==> src/rtl/ascii_pkg.sv <==
// Shared ASCII class ranges, conversion modes, flag layout and frame FSM states
// for the streaming character classifier.
package ascii_pkg;

   localparam logic [7:0] ASCII_PRINT_LO = 8'h20;
   localparam logic [7:0] ASCII_PRINT_HI = 8'h7E;
   localparam logic [7:0] NUM_LO         = 8'h30;
   localparam logic [7:0] NUM_HI         = 8'h39;
   localparam logic [7:0] CAP_LO         = 8'h41;
   localparam logic [7:0] CAP_HI         = 8'h5A;
   localparam logic [7:0] LC_LO          = 8'h61;
   localparam logic [7:0] LC_HI          = 8'h7A;
   localparam logic [7:0] CASE_OFFSET    = 8'h20;

   typedef enum logic [1:0] {
      CONV_PASS  = 2'd0,
      CONV_UPPER = 2'd1,
      CONV_LOWER = 2'd2,
      CONV_RSVD  = 2'd3
   } conv_mode_t;

   typedef struct packed {
      logic printable;
      logic num;
      logic lc;
      logic cap;
   } char_flags_t;

   typedef enum logic {
      IDLE  = 1'b0,
      FRAME = 1'b1
   } frame_state_t;

   function automatic logic in_range(input logic [7:0] c,
                                     input logic [7:0] lo,
                                     input logic [7:0] hi);
      return (c >= lo) && (c <= hi);
   endfunction

endpackage

==> src/rtl/ascii_classify.sv <==
// Combinational classifier: class flags of the raw code plus the case-converted code.
module ascii_classify
   import ascii_pkg::*;
#(
   parameter int DATA_W = 7
) (
   input  logic [DATA_W-1:0] code_i,
   input  logic [1:0]        mode_i,
   output char_flags_t       flags_o,
   output logic [DATA_W-1:0] conv_code_o
);

   logic [7:0]  code8;
   char_flags_t flags;

   // NOTE: every output of a combinational block gets a default first, so no
   // path through the case leaves it unassigned and no latch is inferred.
   always_comb begin
      // Codes above 0x7F (8-bit mode) fall outside every range below.
      code8           = 8'(code_i);
      flags.printable = in_range(code8, ASCII_PRINT_LO, ASCII_PRINT_HI);
      flags.num       = in_range(code8, NUM_LO, NUM_HI);
      flags.lc        = in_range(code8, LC_LO, LC_HI);
      flags.cap       = in_range(code8, CAP_LO, CAP_HI);
      conv_code_o     = code_i;
      case (conv_mode_t'(mode_i))
         CONV_UPPER: if (flags.lc)  conv_code_o = DATA_W'(code8 - CASE_OFFSET);
         CONV_LOWER: if (flags.cap) conv_code_o = DATA_W'(code8 + CASE_OFFSET);
         default:    conv_code_o = code_i;
      endcase
      flags_o = flags;
   end

endmodule

==> src/rtl/ascii_stream_classifier.sv <==
// Streaming ASCII classifier: one-deep registered pipeline with valid/ready,
// frame tracking on in_last and saturating per-frame class statistics.
module ascii_stream_classifier
   import ascii_pkg::*;
#(
   parameter int DATA_W = 7,
   parameter int CNT_W  = 16
) (
   input  logic              clk,
   input  logic              rst_n,
   input  logic [1:0]        mode,
   input  logic              in_valid,
   output logic              in_ready,
   input  logic [DATA_W-1:0] in_code,
   input  logic              in_last,
   output logic              out_valid,
   input  logic              out_ready,
   output logic [DATA_W-1:0] out_code,
   output logic [3:0]        out_flags,
   output logic              out_first,
   output logic              out_last,
   output logic              stat_valid,
   output logic [CNT_W-1:0]  stat_len,
   output logic [CNT_W-1:0]  stat_cap,
   output logic [CNT_W-1:0]  stat_lc,
   output logic [CNT_W-1:0]  stat_num,
   output logic [CNT_W-1:0]  stat_print,
   output logic              stat_sat
);

   // Returns {saturated, next_value}; saturated only when an increment was refused.
   function automatic logic [CNT_W:0] inc_sat(input logic [CNT_W-1:0] c,
                                             input logic             en);
      logic full;
      full = &c;
      if (en && !full) return {1'b0, c + CNT_W'(1)};
      return {en && full, c};
   endfunction

   char_flags_t       cls_flags;
   logic [DATA_W-1:0] cls_code;

   ascii_classify #(.DATA_W(DATA_W)) u_classify (
      .code_i      (in_code),
      .mode_i      (mode),
      .flags_o     (cls_flags),
      .conv_code_o (cls_code)
   );

   frame_state_t      state_q, state_d;
   logic              out_valid_q, out_valid_d;
   logic [DATA_W-1:0] out_code_q;
   char_flags_t       out_flags_q;
   logic              out_first_q, out_last_q;

   logic [CNT_W-1:0]  len_q, cap_q, lc_q, num_q, print_q;
   logic [CNT_W-1:0]  len_d, cap_d, lc_d, num_d, print_d;
   logic              len_s, cap_s, lc_s, num_s, print_s;
   logic              frame_sat_q, sat_now;

   logic              stat_valid_q;
   logic [CNT_W-1:0]  stat_len_q, stat_cap_q, stat_lc_q, stat_num_q, stat_print_q;
   logic              stat_sat_q;

   logic              accept;

   assign in_ready = !out_valid_q || out_ready;
   assign accept   = in_valid && in_ready;

   always_comb begin
      state_d     = state_q;
      out_valid_d = out_valid_q;
      if (accept) begin
         state_d     = in_last ? IDLE : FRAME;
         out_valid_d = 1'b1;
      end else if (out_ready) begin
         out_valid_d = 1'b0;
      end

      {len_s,   len_d}   = inc_sat(len_q,   1'b1);
      {cap_s,   cap_d}   = inc_sat(cap_q,   cls_flags.cap);
      {lc_s,    lc_d}    = inc_sat(lc_q,    cls_flags.lc);
      {num_s,   num_d}   = inc_sat(num_q,   cls_flags.num);
      {print_s, print_d} = inc_sat(print_q, cls_flags.printable);
      sat_now = len_s | cap_s | lc_s | num_s | print_s;
   end

   // NOTE: sequential state is written with non-blocking assignments only, so
   // every register samples pre-edge values regardless of statement order.
   always_ff @(posedge clk or negedge rst_n) begin
      if (!rst_n) begin
         state_q      <= IDLE;
         out_valid_q  <= 1'b0;
         out_code_q   <= '0;
         out_flags_q  <= '0;
         out_first_q  <= 1'b0;
         out_last_q   <= 1'b0;
         len_q        <= '0;
         cap_q        <= '0;
         lc_q         <= '0;
         num_q        <= '0;
         print_q      <= '0;
         frame_sat_q  <= 1'b0;
         stat_valid_q <= 1'b0;
         stat_len_q   <= '0;
         stat_cap_q   <= '0;
         stat_lc_q    <= '0;
         stat_num_q   <= '0;
         stat_print_q <= '0;
         stat_sat_q   <= 1'b0;
      end else begin
         state_q      <= state_d;
         out_valid_q  <= out_valid_d;
         stat_valid_q <= accept && in_last;
         if (accept) begin
            out_code_q  <= cls_code;
            out_flags_q <= cls_flags;
            out_first_q <= (state_q == IDLE);
            out_last_q  <= in_last;
            if (in_last) begin
               // Snapshot includes the closing character; counters restart together.
               stat_len_q   <= len_d;
               stat_cap_q   <= cap_d;
               stat_lc_q    <= lc_d;
               stat_num_q   <= num_d;
               stat_print_q <= print_d;
               stat_sat_q   <= frame_sat_q | sat_now;
               len_q        <= '0;
               cap_q        <= '0;
               lc_q         <= '0;
               num_q        <= '0;
               print_q      <= '0;
               frame_sat_q  <= 1'b0;
            end else begin
               len_q        <= len_d;
               cap_q        <= cap_d;
               lc_q         <= lc_d;
               num_q        <= num_d;
               print_q      <= print_d;
               frame_sat_q  <= frame_sat_q | sat_now;
            end
         end
      end
   end

   assign out_valid  = out_valid_q;
   assign out_code   = out_code_q;
   assign out_flags  = out_flags_q;
   assign out_first  = out_first_q;
   assign out_last   = out_last_q;
   assign stat_valid = stat_valid_q;
   assign stat_len   = stat_len_q;
   assign stat_cap   = stat_cap_q;
   assign stat_lc    = stat_lc_q;
   assign stat_num   = stat_num_q;
   assign stat_print = stat_print_q;
   assign stat_sat   = stat_sat_q;

endmodule

==> config.mk <==
export PLATFORM = sky130hd
export DESIGN_NAME = ascii_stream_classifier
export DESIGN_NICKNAME = d
export VERILOG_FILES = /design/src/rtl/ascii_pkg.sv /design/src/rtl/ascii_classify.sv /design/src/rtl/ascii_stream_classifier.sv
export SDC_FILE = /design/constraint.sdc
export NUM_CORES = 1
export LEC_CHECK = 0
export ABC_CLOCK_PERIOD_IN_PS = 4900
export CELL_PAD_IN_SITES_DETAIL_PLACEMENT = 0
export CELL_PAD_IN_SITES_GLOBAL_PLACEMENT = 1
export CORE_MARGIN = 2
export CORE_UTILIZATION = 46
export CTS_CLUSTER_SIZE = 30
export DETAILED_ROUTE_END_ITERATION = 10
export PLACE_DENSITY = 0.95
export SLEW_MARGIN = 20
export SYNTH_ARGS = -nofsm -noshare
export SYNTH_HDL_FRONTEND = slang
export SYNTH_SLANG_ARGS = --single-unit
==> constraint.sdc <==
create_clock -name clk -period 4.9 [get_ports clk]
set_input_delay 0.98 -clock clk [delete_from_list [all_inputs] [get_ports clk]]
set_output_delay 0.98 -clock clk [all_outputs]
set_load 0.005 [all_outputs]
# [Word-level counts from Yosys, hierarchy flattened]
# Index checks and enable logic that the tools add are counted.
[classes] n_eq_ne=2 reduce_logical=27 muxes=25 n_lt_le_gt_ge=8 n_bitwise=6 addsub=7
[ops] operator="$mux 17" n=9
[ops] operator="$add 16x1->16 const B" n=5
[ops] operator="$mux 16" n=5
[ops] operator="$reduce_and 16->1" n=5
[ops] operator="$le 7x7->1 const B" n=3
[ops] operator="$ge 7x6->1 const B" n=2
[ops] operator="$ge 7x7->1 const B" n=2
[ops] operator="$logic_and 1x1->1" n=14
[ops] operator="$mux 7" n=2
[ops] operator="$pmux 7 s2" n=1
[ops] operator="$mux 1" n=8
[ops] operator="$add 7x6->7 const B" n=1
[ops] operator="$le 7x6->1 const B" n=1
[ops] operator="$sub 7x6->7 const B" n=1
[ops] operator="$logic_not 1->1" n=5
[ops] operator="$or 1x1->1" n=5
[ops] operator="$eq 2x1->1 const B" n=1
[ops] operator="$eq 2x2->1 const B" n=1
[ops] operator="$reduce_and 2->1" n=1
[ops] operator="$reduce_bool 2->1" n=1
[ops] operator="$logic_or 1x1->1" n=1
[ops] operator="$not 1->1" n=1
[totals] register_bits=178 input_bits=14 word_cells=97 output_inout_bits=97

# [Depth between registers and ports, before layout]
[logic_depth] word_depth=11 ltp_mapped=9 mapped_depth_nobuf=8

# [Cells and area by module]
# A second synthesis with hierarchy kept.
[unflattened] hier_cells=1075 area_unflattened_um2=9551.7
[modules_own_cells] module="ascii_stream_classifier" cells_each=1021 area_per_inst_um2=9163.8 seq_area_each_um2=4454.3 instances=1
[modules_own_cells] module="ascii_classify" cells_each=54 area_per_inst_um2=387.9 seq_area_each_um2=0.0 instances=1

# [Worst setup path after synthesis]
# OpenSTA, ideal clock, no wires.
[synth_timing] kind="input -> register" startpoint="input port in_code[2]" endpoint="register cap_q[11]" arrival_time_ns=2.820 setup_slack_ns=2.011 setup_time_ns=0.069 n_path_buf=1 required_time_ns=4.831 stages=7 path_cell_list="buf_2 or2_1 o32a_1 a21o_4 or4_4 or3_1 nand3_1"
[synth_via] elab_chain_len=6 word_cells_on_any_way=7 cone_classes="2 x order compare; 3 x mux; 2 x reduce/logical"
[synth_lines] element="start, declared" line_no="ascii_stream_classifier.sv:14" source="input logic [DATA_W-1:0] in_code,"
[synth_lines] element="$ge 7x7->1 or $le 7x7->1 (tied branches)" line_no="ascii_pkg.sv:37" source="return (c >= lo) && (c <= hi);"
[synth_lines] element="$logic_and 1x1->1 *" line_no="ascii_pkg.sv:37"
[synth_lines] element="$logic_and 1x1->1 *" line_no="ascii_stream_classifier.sv:36" source="if (en && !full) return {1'b0, c + CNT_W'(1)};"
[synth_lines] element="$mux 1 *" line_no="ascii_stream_classifier.sv:36"
[synth_lines] element="$mux 17 *" line_no="ascii_stream_classifier.sv:37" source="return {en && full, c};"
[synth_lines] element="$mux 16 *" line_no="ascii_stream_classifier.sv:120" source="if (in_last) begin"
[synth_lines] element="end signal, assigned" line_no="ascii_stream_classifier.sv:136" source="cap_q <= cap_d;"
[synth_lines] element="end, declared" line_no="ascii_stream_classifier.sv:56" source="logic [CNT_W-1:0] len_q, cap_q, lc_q, num_q, print_q;"
# Every way passes the cells marked *; elsewhere a longest branch is shown, timed or not.
# A chain may end at the register's enable or synchronous reset.

# [Worst setup path in the final report]
[layout_timing] startpoint="input port in_code[5]" endpoint="register cap_q[15]"
# The elaborated chain is that of the path after synthesis.

==> impl_metrics.py <==
metrics = {
    "timing": {
        "tightest_slew_ps": 1100,
        "grt_setup_unrepaired": "false",
        "final_hold_viol_count": 0,
        "final.setup_skew_ps": 10.0,
        "post-route-period-util_pct": 70.9,
        "fin_ws_ps": 1420,
        "setup_viol": 0,
        "fin_crit_ps": 3480,
        "max_freq_ghz": 0.288,
        "slew_headroom_pct": 25.9,
        "setup_tns_ps": 0,
        "maxSlewViolCount": 0,
    },
    "clocking": {
        "clock_latency_ps": 430,
        "root_buffer": "clkbuf_16",
        "cts_resized": 0,
        "cts_buffers": 17,
        "clk_pin_slew_ps": 70,
        "cts_setup_buffers": 0,
        "max-clock-path-buffers": 2,
        "hold_buffers": 0,
        "cts_tree": "done",
        "htree_levels": 4,
        "cts.sinks": 178,
    },
    "drt": {
        "drt_pass1_iterations": 6,
        "drt_iter0_markers": 553,
        "drc": 0,
        "routedWlPerCell_um": 16.5,
        "drt_wl_total_mm": 23.0,
        "ant_nets": 0,
        "routed_via_density": 5.74,
        "vias": 7978,
    },
    "synthesis": {
        "synth-main-ff-cell": "dfrtp_1",
        "yosys_warnings": 0,
        "synth.yosys.seq_area_share_pct": 47.9,
        "postSynthNetCount": 1057,
        "synth_area_per_cell_um2": 9.02,
        "synth_edf_count": 0,
        "synthArstFlopShare_pct": 100,
        "mappedNetlistArea_um2": 9300,
        "syn-instance-count": 1031,
        "ys_ff_latch": 178,
        "synth_cell_type_count": 57,
    },
    "worst_setup_path": {
        "r2r-start": "lc_q[0]",
        "worst_setup_path_end_kind": "flop",
        "worstPathMaxFanout": 10,
        "worst_r2r_path_depth": 7,
        "critPathKind": "in2reg",
        "required_ps": 5250,
        "crit_chain": "clkdlybuf4s50_1 > inv_1 > ha_1 > o2111a_1 > o32a_1 > a21oi_1 > nand4_1 > or3_1 > o21ai_0",
        "crit_path_start_kind": "primary input",
        "slowest_delay_ps": 680,
        "critPathSlowestCell": "a21oi_1",
        "regToRegSetupSlack_ps": 1960,
        "r2r_end": "stat_lc[15]",
        "critical_path_arrival_ps": 3830,
    },
    "global_routing": {
        "grt_pass1_vias": 7631,
        "grt_antenna_before_repair": 0,
        "grt_pass1_wl_mm": 38.5,
        "gr-total-overflow": 0,
        "grt_usage_pct": 21.9,
        "grt_max_degree": 110,
    },
    "job": {
        "cap_violations": 0,
    },
    "final_layout": {
        "drive_gt1_share_pct": 5.71,
        "seqCellArea_um2": 4450,
        "multi_input_comb_area_um2": 4530,
        "n_antenna_cell": 0,
        "syn_to_final_growth_pct": 20.3,
        "final_common_cell": "dfrtp_1",
        "most-common-layout-cells": "178 x dfrtp_1, 156 x nand2_1, 133 x o21ai_0",
        "stdcell_count": 1390,
        "final_cell_area_um2": 11200,
        "num-fill-cells": 1878,
        "fin_nets": 1133,
    },
    "floorplan": {
        "io_pins": 111,
        "die_y_um": 146,
        "die_x_um": 146,
        "core-area_um2": 20000,
        "die_area_um2": 21400,
        "rows": 52,
        "initial_core_util_pct": 46.4,
    },
    "placed_design": {
        "dpl-instance-area_um2": 10600,
        "place_congestion": 0.847,
        "pre_cts_slack_ps": 1030,
        "io_buffers": 110,
        "dpl.cell_count": 1358,
        "dp_hpwl_mm": 14.9,
    },
    "worst_hold_path": {
        "hp-class": "reg2reg",
        "hp-start": "state_q",
        "worstHoldPathCells": 1,
        "whs_endpoint": "out_first",
    },
    "pwr": {
        "leakage_nw": 4.60,
        "p_per_area_nw_per_um2": 291,
        "vdd_ir_drop_max_mv": 0.270,
    },
    "status": {
        "outcome": "finished, final reports clean",
    },
}
-- cell families after synthesis --
| logic type | Yosys count | share of synthesized area [%] |
|---|---|---|
| AND/OR/NAND/NOR | 373 | 19.9 |
| AO/OA/AOI/OAI | 305 | 19.6 |
| flip-flops | 178 | 47.9 |
| buffers and inverters | 86 | 3.62 |
| XOR/XNOR | 71 | 6.69 |
| adder cells (fa/ha/maj) | 12 | 1.62 |
| multiplexers | 6 | 0.673 |
-- layer usage --
layer,up-vias,part of all wire [%],global-route usage [%]
li1,3848,-,-
met1,3883,46,30.2
met2,211,48,35.5
met3,36,4.8,3.81
met4,0,1.9,7.18
met5,-,0,0
-- where the power goes --
part	total, mW	switching, mW	internal, mW
combinational	0.360	0.209	0.151
clock	1.32	0.569	0.754
sequential	1.57	0.0469	1.53
total	3.26	0.825	2.43
-- cell type report --
type                            instances  share of cell area [%]
Multi-Input combinational cell        767                    40.5
Sequential cell                       178                    39.8
Timing Repair Buffer                  126                    11.0
Clock buffer                           24                    4.40
Tap cell                              270                    3.02
Clock inverter                          8                   0.682
Inverter                               17                   0.571
-- synthesized netlist by cell type (all sizes together) (4+ instances only) --
master | number | share of area, %
dfrtp | 178 | 48
nand2 | 159 | 6.4
o21ai | 152 | 8.2
clkbuf | 54 | 2.2
nand3 | 46 | 2.5
a21oi | 40 | 2.2
o31ai | 40 | 3.2
xor2 | 38 | 3.6
nor2 | 37 | 1.5
xnor2 | 33 | 3.1
and3 | 30 | 2.0
a31oi | 27 | 1.8
nand4 | 27 | 1.8
nor3 | 17 | 0.97
buf | 15 | 0.75
inv | 15 | 0.61
a21o | 14 | 1.2
ha | 12 | 1.6
or3 | 10 | 0.67
a22o | 9 | 0.85
and2 | 9 | 0.61
nor4 | 9 | 0.97
and4 | 8 | 0.75
nor3b | 6 | 0.48
mux2i | 4 | 0.43
-- flip-flops by register name (all words and copies together), names as in the netlist --
name	count
frame_sat_q	1
stat_num	16
out_flags	4
print_q	16
stat_valid	1
out_code	7
out_valid	1
len_q	16
num_q	16
stat_print	16
out_first	1
stat_lc	16
out_last	1
lc_q	16
cap_q	16
stat_len	16
state_q	1
stat_cap	16
stat_sat	1
-- critical path, delay by kind of cell --
kind                       cells  cell delay (ps)
adders and majority gates      1              250
buffers and inverters          2              790
and+or+nand+nor                2              700
AOI/OAI and AO/OA              4             1110
-- through the flow --
step / utilization, % / power, mW / hold WS, ps
6_report: 55.8 / 3.26 / 458
4_1_cts: 55.8 / 3.28 / 468
3_5_place_dp: 52.9 / 1.96 / 459
5_1_grt: 55.8 / 3.38 / 491
2_1_floorplan: - / 1.77 / 439
3_3_place_gp: 52.9 / 1.95 / 451
-- worst max path at each step --
stage,start,to,depth (start not counted)
after global placement,in_code[5],cap_q[7],10
after global routing,in_code[5],cap_q[5],9
after detailed placement,in_code[5],stat_cap[8],10
final,in_code[5],cap_q[15],9
after floorplan,in_code[2],cap_q[11],7
after CTS,in_code[5],cap_q[15],9
Note: power is estimated with default switching activity, not from simulation.
